## src/rtl/mod_reduce_if.sv

```systemverilog
// rtl/mod_reduce_if.sv - mod_enable/mod_done handshake bundle between initiator and reducer
interface mod_reduce_if #(
  parameter int IN_W = 128
);
  logic            mod_enable;
  logic [IN_W-1:0] mod_input;
  logic            mod_input_sign;
  logic            mod_done;
  logic [63:0]     mod_result;
  logic            busy;

  modport master (
    output mod_enable, mod_input, mod_input_sign,
    input  mod_done, mod_result, busy
  );

  modport slave (
    input  mod_enable, mod_input, mod_input_sign,
    output mod_done, mod_result, busy
  );
endinterface

```

## src/rtl/mod_reduce.sv

```systemverilog
// rtl/mod_reduce.sv - signed 128-bit operand reduced mod a fixed 64-bit prime by restoring long division
// Optional MOD_REDUCE_RADIX4_EN: retire two dividend bits per RUN cycle instead of one.
module mod_reduce #(
  parameter logic [63:0] MODULUS = 64'd10997031918897188677,
  parameter int          IN_W    = 128
) (
  input  logic         clk,
  input  logic         rst,
  mod_reduce_if.slave  bus
);
  localparam logic [1:0] IDLE = 2'd0;
  localparam logic [1:0] RUN  = 2'd1;
  localparam logic [1:0] FIX  = 2'd2;

  localparam int CW = $clog2(IN_W);
`ifdef MOD_REDUCE_RADIX4_EN
  localparam int STEP = 2;
`else
  localparam int STEP = 1;
`endif
  localparam logic [CW-1:0] LAST_CNT = CW'(IN_W / STEP - 1);
  localparam logic [64:0]   P65      = {1'b0, MODULUS};

  logic [1:0]      state;
  logic [IN_W-1:0] sreg;
  logic [IN_W-1:0] sreg_next;
  logic [64:0]     r;
  logic [64:0]     r_next;
  logic [CW-1:0]   cnt;
  logic            sign;
  logic            done_q;
  logic [63:0]     result_q;

  // r stays below P, so shifting in one bit gives at most 2P-1 and one subtract restores it
  function automatic logic [64:0] csub(input logic [64:0] rem, input logic b);
    logic [64:0] t;
    t = {rem[63:0], b};
    return (t >= P65) ? (t - P65) : t;
  endfunction

  always_comb begin
    r_next    = r;
    sreg_next = sreg;
`ifdef MOD_REDUCE_RADIX4_EN
    r_next    = csub(csub(r, sreg[IN_W-1]), sreg[IN_W-2]);
    sreg_next = sreg << 2;
`else
    r_next    = csub(r, sreg[IN_W-1]);
    sreg_next = sreg << 1;
`endif
  end

  always_ff @(posedge clk or posedge rst) begin
    if (rst) begin
      state    <= IDLE;
      sreg     <= '0;
      r        <= '0;
      cnt      <= '0;
      sign     <= 1'b0;
      done_q   <= 1'b0;
      result_q <= '0;
    end else begin
      done_q <= 1'b0;
      // A start in any state wins; an operation in RUN or FIX is silently dropped
      if (bus.mod_enable) begin
        sreg  <= bus.mod_input;
        sign  <= bus.mod_input_sign;
        r     <= '0;
        cnt   <= '0;
        state <= RUN;
      end else begin
        case (state)
          IDLE: state <= IDLE;
          RUN: begin
            r    <= r_next;
            sreg <= sreg_next;
            cnt  <= cnt + 1'b1;
            if (cnt == LAST_CNT)
              state <= FIX;
          end
          FIX: begin
            if (!sign)
              result_q <= r[63:0];
            else
              result_q <= (r == '0) ? 64'd0 : (MODULUS - r[63:0]);
            done_q <= 1'b1;
            state  <= IDLE;
          end
          default: state <= IDLE;
        endcase
      end
    end
  end

  assign bus.mod_done   = done_q;
  assign bus.mod_result = result_q;
  assign bus.busy       = (state != IDLE) || done_q;
endmodule

```

## src/flat_wrapper.sv

```systemverilog
// flat-port wrapper written by rule: the top's interface ports become plain ports
module mod_reduce_flat 
#(
  parameter logic [63:0] MODULUS = 64'd10997031918897188677,
  parameter int          IN_W    = 128
)
  (clk, rst, bus_mod_enable, bus_mod_input, bus_mod_input_sign, bus_mod_done, bus_mod_result, bus_busy);
  mod_reduce_if #(.IN_W(IN_W)) bus_i ();
  input  logic clk;
  input  logic rst;
  input wire logic [$bits(bus_i.mod_enable)-1:0] bus_mod_enable;
  input wire logic [$bits(bus_i.mod_input)-1:0] bus_mod_input;
  input wire logic [$bits(bus_i.mod_input_sign)-1:0] bus_mod_input_sign;
  output wire logic [$bits(bus_i.mod_done)-1:0] bus_mod_done;
  output wire logic [$bits(bus_i.mod_result)-1:0] bus_mod_result;
  output wire logic [$bits(bus_i.busy)-1:0] bus_busy;
  assign bus_i.mod_enable = bus_mod_enable;
  assign bus_i.mod_input = bus_mod_input;
  assign bus_i.mod_input_sign = bus_mod_input_sign;
  assign bus_mod_done = bus_i.mod_done;
  assign bus_mod_result = bus_i.mod_result;
  assign bus_busy = bus_i.busy;
  mod_reduce #(.MODULUS(MODULUS), .IN_W(IN_W)) u_core (.clk(clk), .rst(rst), .bus(bus_i));
endmodule
```

## config.mk

```make
export PLATFORM = sky130hd
export DESIGN_NAME = mod_reduce_flat
export DESIGN_NICKNAME = d
export VERILOG_FILES = /design/src/rtl/mod_reduce_if.sv /design/src/rtl/mod_reduce.sv /design/src/flat_wrapper.sv
export SDC_FILE = /design/constraint.sdc
export NUM_CORES = 1
export LEC_CHECK = 0
export ABC_CLOCK_PERIOD_IN_PS = 13340
export CAP_MARGIN = 20
export CORE_ASPECT_RATIO = 1.1
export CORE_MARGIN = 1
export CORE_UTILIZATION = 31
export CTS_BUF_LIST = sky130_fd_sc_hd__clkbuf_4
export DETAILED_ROUTE_END_ITERATION = 16
export HOLD_SLACK_MARGIN = 0.05
export PLACE_DENSITY = 0.51
export SYNTH_ARGS = -nofsm -noshare
export SYNTH_HDL_FRONTEND = slang
export SYNTH_SLANG_ARGS = --single-unit
```

## constraint.sdc

```tcl
create_clock -name clk -period 13.34 [get_ports clk]
set_clock_uncertainty 0.2 [all_clocks]
set_input_delay 2.668 -clock clk [delete_from_list [all_inputs] [get_ports clk]]
set_output_delay 2.668 -clock clk [all_outputs]
set_load 0.01 [all_outputs]
```

==> flow_summary_export.csv, run 1 <==
group,metric,value,unit
status,status,"completed",
timing,setup_violations,0,
logic_synthesis,synth.distinct_cells,83,
detailed_routing,drtPass1Iterations,5,
grt,grt_pass1_wl,73.0,mm
worst_setup_path,reg2reg_from,"u_core.r[7]$_DFFE_PP0P_",
logic_synthesis,ys_seq_area_share,43.3,%
cells_and_area,syn2layout_area_growth,20.8,%
detailed_routing,vias_per_cell,5.23,
logic_synthesis,ys_top_cells_by_area,"dfrtp_1 43%, mux2i_1 8.5%, o21ai_0 7.7%",
die,fp.dieW,215,µm
clocking,cts.path.max_buffers,3,
worst_setup_path,crit_slowest_cell,"buf_4",
place,io_buffer_count,197,
clocking,cts-root-buf,"clkbuf_4",
die,start_util,31.5,%
cells_and_area,drive_gt1_share,8.72,%
die,die_h,236,µm
timing,fmax,0.195,GHz
clocking,clkSinkCount,268,
worst_setup_path,arrival,5.58,ns
clocking,cts_hold_buf,0,
clocking,clkTransAtPathRegs,0.06,ns
logic_synthesis,synthMuxAreaShare,8.54,%
timing,worst_slew_pin_slew,1.07,ns
power,peakVddDrop,48.0,µV
timing,min_period,5.13,ns
logic_synthesis,synth_area,15500,µm²
logic_synthesis,synth-edff-count,0,
logic_synthesis,synthCells,1758,
detailed_routing,wl_met3,2.73,mm
hold_path,hold_class,"reg -> reg",
worst_setup_path,cpMostUsedCell,"buf_4",
worst_setup_path,crit_type,"in -> reg",
detailed_routing,drt_iter0_drc,803,
detailed_routing,dr_total_vias,13557,
flow_run,cap_violations,0,
grt,grt_pass1_vias,13137,
power,internal_power,0.00134,W
worst_setup_path,start_kind,"input port",
logic_synthesis,synth_fa_ha_area_share,0.404,%
worst_setup_path,path_max_fanout,105,
grt,grt_max_degree,172,
logic_synthesis,synth_compound_area_share,22.2,%
logic_synthesis,synth-simple-area-share,17.3,%
detailed_routing,wl_met2,20.4,mm
timing,relSlewSlack,28.6,%
logic_synthesis,synth.top_cell.area_share,43.3,%
detailed_routing,drc_errors,0,
timing,finalCritPeriodShare,38.4,%
cells_and_area,final_util,38.1,%
power,power,0.00184,W
logic_synthesis,synth_top_area_cell,"dfrtp_1",
clocking,cts_htree_levels,3,
power,p_leak,7.60,nW
place,place_congestion,0.874,
detailed_routing,maxUsedRoutingLayer,"met4",
cells_and_area,final_nets,2019,
place,pre_cts_slack,7.36,ns
worst_setup_path,endpoint,"u_core.r[53]$_DFFE_PP0P_",
detailed_routing,detail-route-antenna-nets,0,
logic_synthesis,synth_nets,1895,
worst_setup_path,reg2reg_slack,9.02,ns
grt,antenna_found_initial,3,
logic_synthesis,syn_avg_cell_area,8.80,µm²
logic_synthesis,ys_dominant_reg_cell,"dfrtp_1",
power,power_frac_clock,42.0,%
timing,drv_slew,0,
die,core_area,49100,µm²
power,power.switching,0.000497,W
clocking,cts_setup_buffers,0,
worst_setup_path,cp.required,13.79,ns
power,pwr-share-comb,9.9,%
power,switching_share,27.0,%
logic_synthesis,synth_xor_area_share,3.23,%
detailed_routing,postRouteWirelength,45.2,mm
die,rows,85,
timing,fin_ws,8.21,ns
power,p_seq_share,48.1,%
power,power_density,98.1,nW/µm²
worst_setup_path,crit_chain,"clkbuf_8, buf_4, buf_4, buf_4, o21bai_1, a211oi_1",
detailed_routing,wire_per_inst,17.5,µm
logic_synthesis,synth_top_family_by_area,"compound AO/OA/AOI/OAI gates",
logic_synthesis,ys_warn_count,0,
clocking,cts.repair.resized,0,
timing,setup_tns,0,ns
grt,grt_usage,17.8,%
worst_setup_path,crit_path_end_kind,"register",
timing,rsz0062_at_grt,"no",
worst_setup_path,reg2reg_to,"u_core.r[62]$_DFFE_PP0P_",
clocking,clk_latency,0.78,ns
hold_path,worstHoldStart,"u_core.bus.mod_result[28]$_DFFE_PP0P_",
worst_setup_path,critPathLaunch,"bus_mod_enable",
clocking,tritoncts,"done",
die,die_area,50800,µm²
clocking,cts_inserted_buffers,80,
timing,finalHoldViolCount,0,
place,dp.final_hpwl,30.5,mm
grt,grt_overflow,0,
logic_synthesis,synth_seq_cells,268,
die,io_pins,198,
logic_synthesis,async_flop_share,100,%
worst_setup_path,ff2ff_path_depth,8,
worst_setup_path,crit_path_max_incr_delay,0.77,ns
detailed_routing,wl_met1,21.0,mm
synthesized netlist by cell type, types with 17 or more instances:
cell type	n
clkbuf_1	125
a311oi_1	20
a211oi_1	49
xor2_1	42
a21oi_1	57
o21ai_0	239
nand3_1	22
buf_2	25
a31oi_1	21
nand2_1	238
mux2i_1	131
nor3_1	30
nor4_1	17
a21o_1	23
nor2_1	138
or3_1	30
and3_1	17
dfrtp_1	268
worst min path at each step:
| stage | to | slack [ns] | cells after the start |
|---|---|---|---|
| after floorplan | u_core.sreg[0]$_DFFE_PP0P_ | 0.30 | 2 |
| after global placement | u_core.bus.mod_result[28]$_DFFE_PP0P_ | 0.25 | 2 |
| after detailed placement | u_core.bus.mod_result[28]$_DFFE_PP0P_ | 0.26 | 2 |
| after CTS | u_core.bus.mod_result[28]$_DFFE_PP0P_ | 0.27 | 2 |
| after global routing | u_core.bus.mod_result[16]$_DFFE_PP0P_ | 0.29 | 1 |
| final | u_core.bus.mod_result[28]$_DFFE_PP0P_ | 0.26 | 2 |
logic make-up after synthesis:
logic type | Yosys count
xor gates and xnor gates | 57
and+or+nand+nor | 573
adders and majority gates | 5
AOI/OAI and AO/OA | 537
buffers and inverters | 186
muxes | 132
DFF | 268
sequential cells by signal, indices dropped and copies added, names as in the netlist:
signal / flops
u_core.bus.mod_done: 1
u_core.bus.mod_result: 64
u_core.cnt: 7
u_core.r: 65
u_core.sign: 1
u_core.sreg: 128
u_core.state: 2
power by group through the flow:
stage | Sequential, W | Clock [W] | Combinational [W]
2_1_floorplan | 0.000892 | 0 | 0.0000996
3_3_place_gp | 0.000896 | 0 | 0.000183
3_5_place_dp | 0.000898 | 0 | 0.000185
4_1_cts | 0.000883 | 0.000814 | 0.000185
5_1_grt | 0.000888 | 0.000860 | 0.000205
6_report | 0.000883 | 0.000771 | 0.000182
through the flow:
step	area, µm²	hold slack, ns	instances
2_1_floorplan	15500	0.302	1758
3_3_place_gp	17700	0.249	2451
3_5_place_dp	17700	0.259	2451
4_1_cts	18700	0.273	2590
5_1_grt	18700	0.286	2592
6_report	18700	0.264	2593
worst max-delay path: cells and delay by family:
| kind | cells | cell delay, ns |
|---|---|---|
| compound gates | 2 | 0.27 |
| buf+inv | 4 | 2.53 |
layout make-up:
| cell class | instances | area, µm² |
|---|---|---|
| antenna | 2 | 5.00 |
| sequential | 268 | 6710 |
| fill | 5139 | 30400 |
| tap | 652 | 816 |
| clock inverter | 31 | 165 |
| timing repair buffer | 213 | 2110 |
| clock buffer | 108 | 811 |
| multi-input combinational | 1304 | 8020 |
| inverter | 15 | 63.8 |
cells in the final DEF (no fill, tap or decap), types with 8 or more instances in the layout:
cell type,n
nor2_1,138
dfrtp_1,268
a21boi_0,8
o211ai_1,11
a21oi_1,57
a21o_1,23
nand2_1,237
inv_1,13
clkbuf_4,108
clkinv_1,25
nor4_1,17
o21ai_0,239
xor2_1,42
xnor2_1,15
o31ai_1,11
mux2i_1,131
nor3_1,30
nand2b_1,9
a211oi_1,49
and3_1,17
clkdlybuf4s50_1,196
or3_1,30
buf_4,14
or4_1,14
nand4_1,13
a31oi_1,21
a311oi_1,20
o21a_1,8
nand3_1,22
or2_2,9
routing by layer:
| metal | GRT usage, % | vias up |
|---|---|---|
| li1 | - | 6659 |
| met1 | 24.3 | 6404 |
| met2 | 27.2 | 414 |
| met3 | 4.11 | 80 |
| met4 | 6.88 | 0 |
| met5 | 0 | - |
Power figures use the tool's default switching activity.
==> run 2: changes to the inputs <==
--- a/config.mk
+++ b/config.mk
@@ -5,7 +5,7 @@
 export SDC_FILE = /design/constraint.sdc
 export NUM_CORES = 1
 export LEC_CHECK = 0
-export ABC_CLOCK_PERIOD_IN_PS = 13340
+export ABC_CLOCK_PERIOD_IN_PS = 4800
 export CAP_MARGIN = 20
 export CORE_ASPECT_RATIO = 1.1
 export CORE_MARGIN = 1
==> constraint.sdc (replaced) <==
create_clock -name clk -period 4.8 [get_ports clk]
set_clock_uncertainty 0.2 [all_clocks]
set_input_delay 0.96 -clock clk [delete_from_list [all_inputs] [get_ports clk]]
set_output_delay 0.96 -clock clk [all_outputs]
set_load 0.01 [all_outputs]
==> run 2 against run 1 <==
Effect of this change:
- first-iteration DRC count is 3.9% higher
- cell area increased by 1.3%
- sequential share of layout area decreased by 0.46 points
- non-clock buffer count rose by 20
- worst setup slack worse by 7.2 ns
- flip-flop and latch count did not move
- global-route usage up 0.84 points
- wire length increased by 4.3%
- sequential power rose to 2.8 times the previous value
- largest cell class unchanged
==> flow_summary_export.csv, run 2 (synthesized netlist as in run 1, its figures left out) <==
group,metric,value,unit
die,start_util,31.5,%
die,die_area,50800,µm²
timing,finalCritPeriodShare,79.9,%
cells_and_area,final_nets,2040,
clocking,clk_latency,0.78,ns
clocking,cts_htree_levels,3,
detailed_routing,dr_total_vias,13780,
detailed_routing,vias_per_cell,5.27,
die,io_pins,198,
place,place_congestion,0.913,
timing,setup_violations,0,
clocking,clkTransAtPathRegs,0.06,ns
cells_and_area,mostFrequentLayoutCells,"268 x dfrtp_1, 239 x o21ai_0, 237 x nand2_1",
timing,fmax,0.261,GHz
worst_setup_path,cp.required,5.26,ns
cells_and_area,final_util,38.6,%
worst_setup_path,arrival,4.29,ns
cells_and_area,regMostFlops,"u_core.sreg",
place,io_buffer_count,197,
hold_path,hold_class,"reg -> reg",
cells_and_area,mostFrequentLayoutCell,"dfrtp_1",
worst_setup_path,path_max_fanout,20,
die,core_area,49100,µm²
detailed_routing,wire_per_inst,18.0,µm
grt,grt_usage,18.7,%
flow_run,cap_violations,0,
timing,rsz0062_at_grt,"no",
clocking,tritoncts,"done",
die,rows,85,
detailed_routing,detail-route-antenna-nets,0,
timing,relSlewSlack,34.7,%
timing,finalHoldViolCount,0,
clocking,cts.repair.resized,0,
power,peakVddDrop,165,µV
timing,drv_slew,0,
clocking,cts_inserted_buffers,81,
die,die_h,236,µm
cells_and_area,drive_gt1_share,10.2,%
detailed_routing,postRouteWirelength,47.2,mm
detailed_routing,drc_errors,0,
worst_setup_path,crit_path_end_kind,"register",
place,pre_cts_slack,0.969,ns
detailed_routing,drtPass1Iterations,6,
power,p_leak,7.75,nW
power,power_density,276,nW/µm²
worst_setup_path,crit_type,"reg -> reg",
grt,grt_max_degree,131,
timing,worst_slew_pin_slew,0.975,ns
grt,grt_pass1_wl,75.8,mm
worst_setup_path,start_kind,"register",
status,status,"completed",
grt,grt_pass1_vias,13573,
clocking,cts_hold_buf,0,
timing,fin_ws,0.965,ns
timing,min_period,3.83,ns
clocking,cts.path.max_buffers,3,
clocking,cts_setup_buffers,0,
timing,setup_tns,0,ns
clocking,cts-root-buf,"clkbuf_4",
detailed_routing,drt_iter0_drc,834,
place,dp.final_hpwl,32.5,mm
die,fp.dieW,215,µm
clocking,clkSinkCount,268,
grt,antenna_found_initial,5,
grt,grt_overflow,0,
cells_and_area,largest_reg_flops,128,
cells_and_area,syn2layout_area_growth,22.4,%
cells_and_area,fillers,5151,
## run 2: changes by cell type in the layout (fill, tap and decap cells not counted)
cell,before,now
clkinv_4,2,0
dlymetal6s2s_1,1,0
inv_8,1,0
diode_2,2,1
clkinv_1,25,17
buf_4,14,31
clkbuf_4,108,117
bufinv_16,1,2
inv_2,0,1
clkinv_2,1,3
buf_12,1,5
## run 2: final timing paths
check / start / to / slack, ns / cells after the start
hold reg to reg: u_core.bus.mod_result[43]$_DFFE_PP0P_ / u_core.bus.mod_result[43]$_DFFE_PP0P_ / 0.27 / 2
max in group asynchronous: rst / u_core.r[45]$_DFFE_PP0P_ / 2.95 / 3
hold / removal: u_core.bus.mod_result[43]$_DFFE_PP0P_ / u_core.bus.mod_result[43]$_DFFE_PP0P_ / 0.27 / 2
min in group asynchronous: rst / u_core.bus.mod_result[55]$_DFFE_PP0P_ / 0.35 / 2
setup reg to reg: u_core.r[52]$_DFFE_PP0P_ / u_core.r[62]$_DFFE_PP0P_ / 0.97 / 8
setup / recovery: u_core.r[52]$_DFFE_PP0P_ / u_core.r[62]$_DFFE_PP0P_ / 0.97 / 8
## run 2: cell type report
class	instances	area, µm²	area share [%]
clock inverters	24	154	0.812
diodes	1	2.50	0.0132
flip-flops and latches	268	6710	35.4
clock buffers	117	878	4.64
multi-input cells	1304	8020	42.3
repair buffers	233	2310	12.2
well taps	652	816	4.31
inverters	15	60.1	0.317
## run 2: stage by stage
step,power [W],hold slack (ns),cell area [µm²],std cells
after floorplan,0.00276,0.302,15500,1758
after global placement,0.00301,0.260,17900,2472
after detailed placement,0.00302,0.265,17900,2472
after CTS,0.00535,0.249,18900,2613
after global routing,0.00553,0.299,18900,2614
final,0.00523,0.274,18900,2614
## run 2: worst max-delay path, cell delays in order, from the launching register on
cell and delay, ns:
dfrtp_1 0.54, or4_1 0.69, nor4_2 0.46, nand4_1 0.14, o211a_1 0.26, nand2_2 0.40, nor2_2 0.24, or4_1 0.54
a311oi_1 0.26
## run 2: layer usage
metal | GRT usage [%] | share of wire, %
met4 | 7.59 | 2.7
met5 | 0 | 0.10
met1 | 25.3 | 46
met2 | 28.4 | 45
met3 | 4.51 | 6.6
## run 2: where the power goes
group	internal, W	leakage, nW	total (W)	switching (W)
logic	0.000247	3.66	0.000519	0.000272
clock network	0.00122	0.608	0.00226	0.00103
registers	0.00238	3.48	0.00245	0.0000721
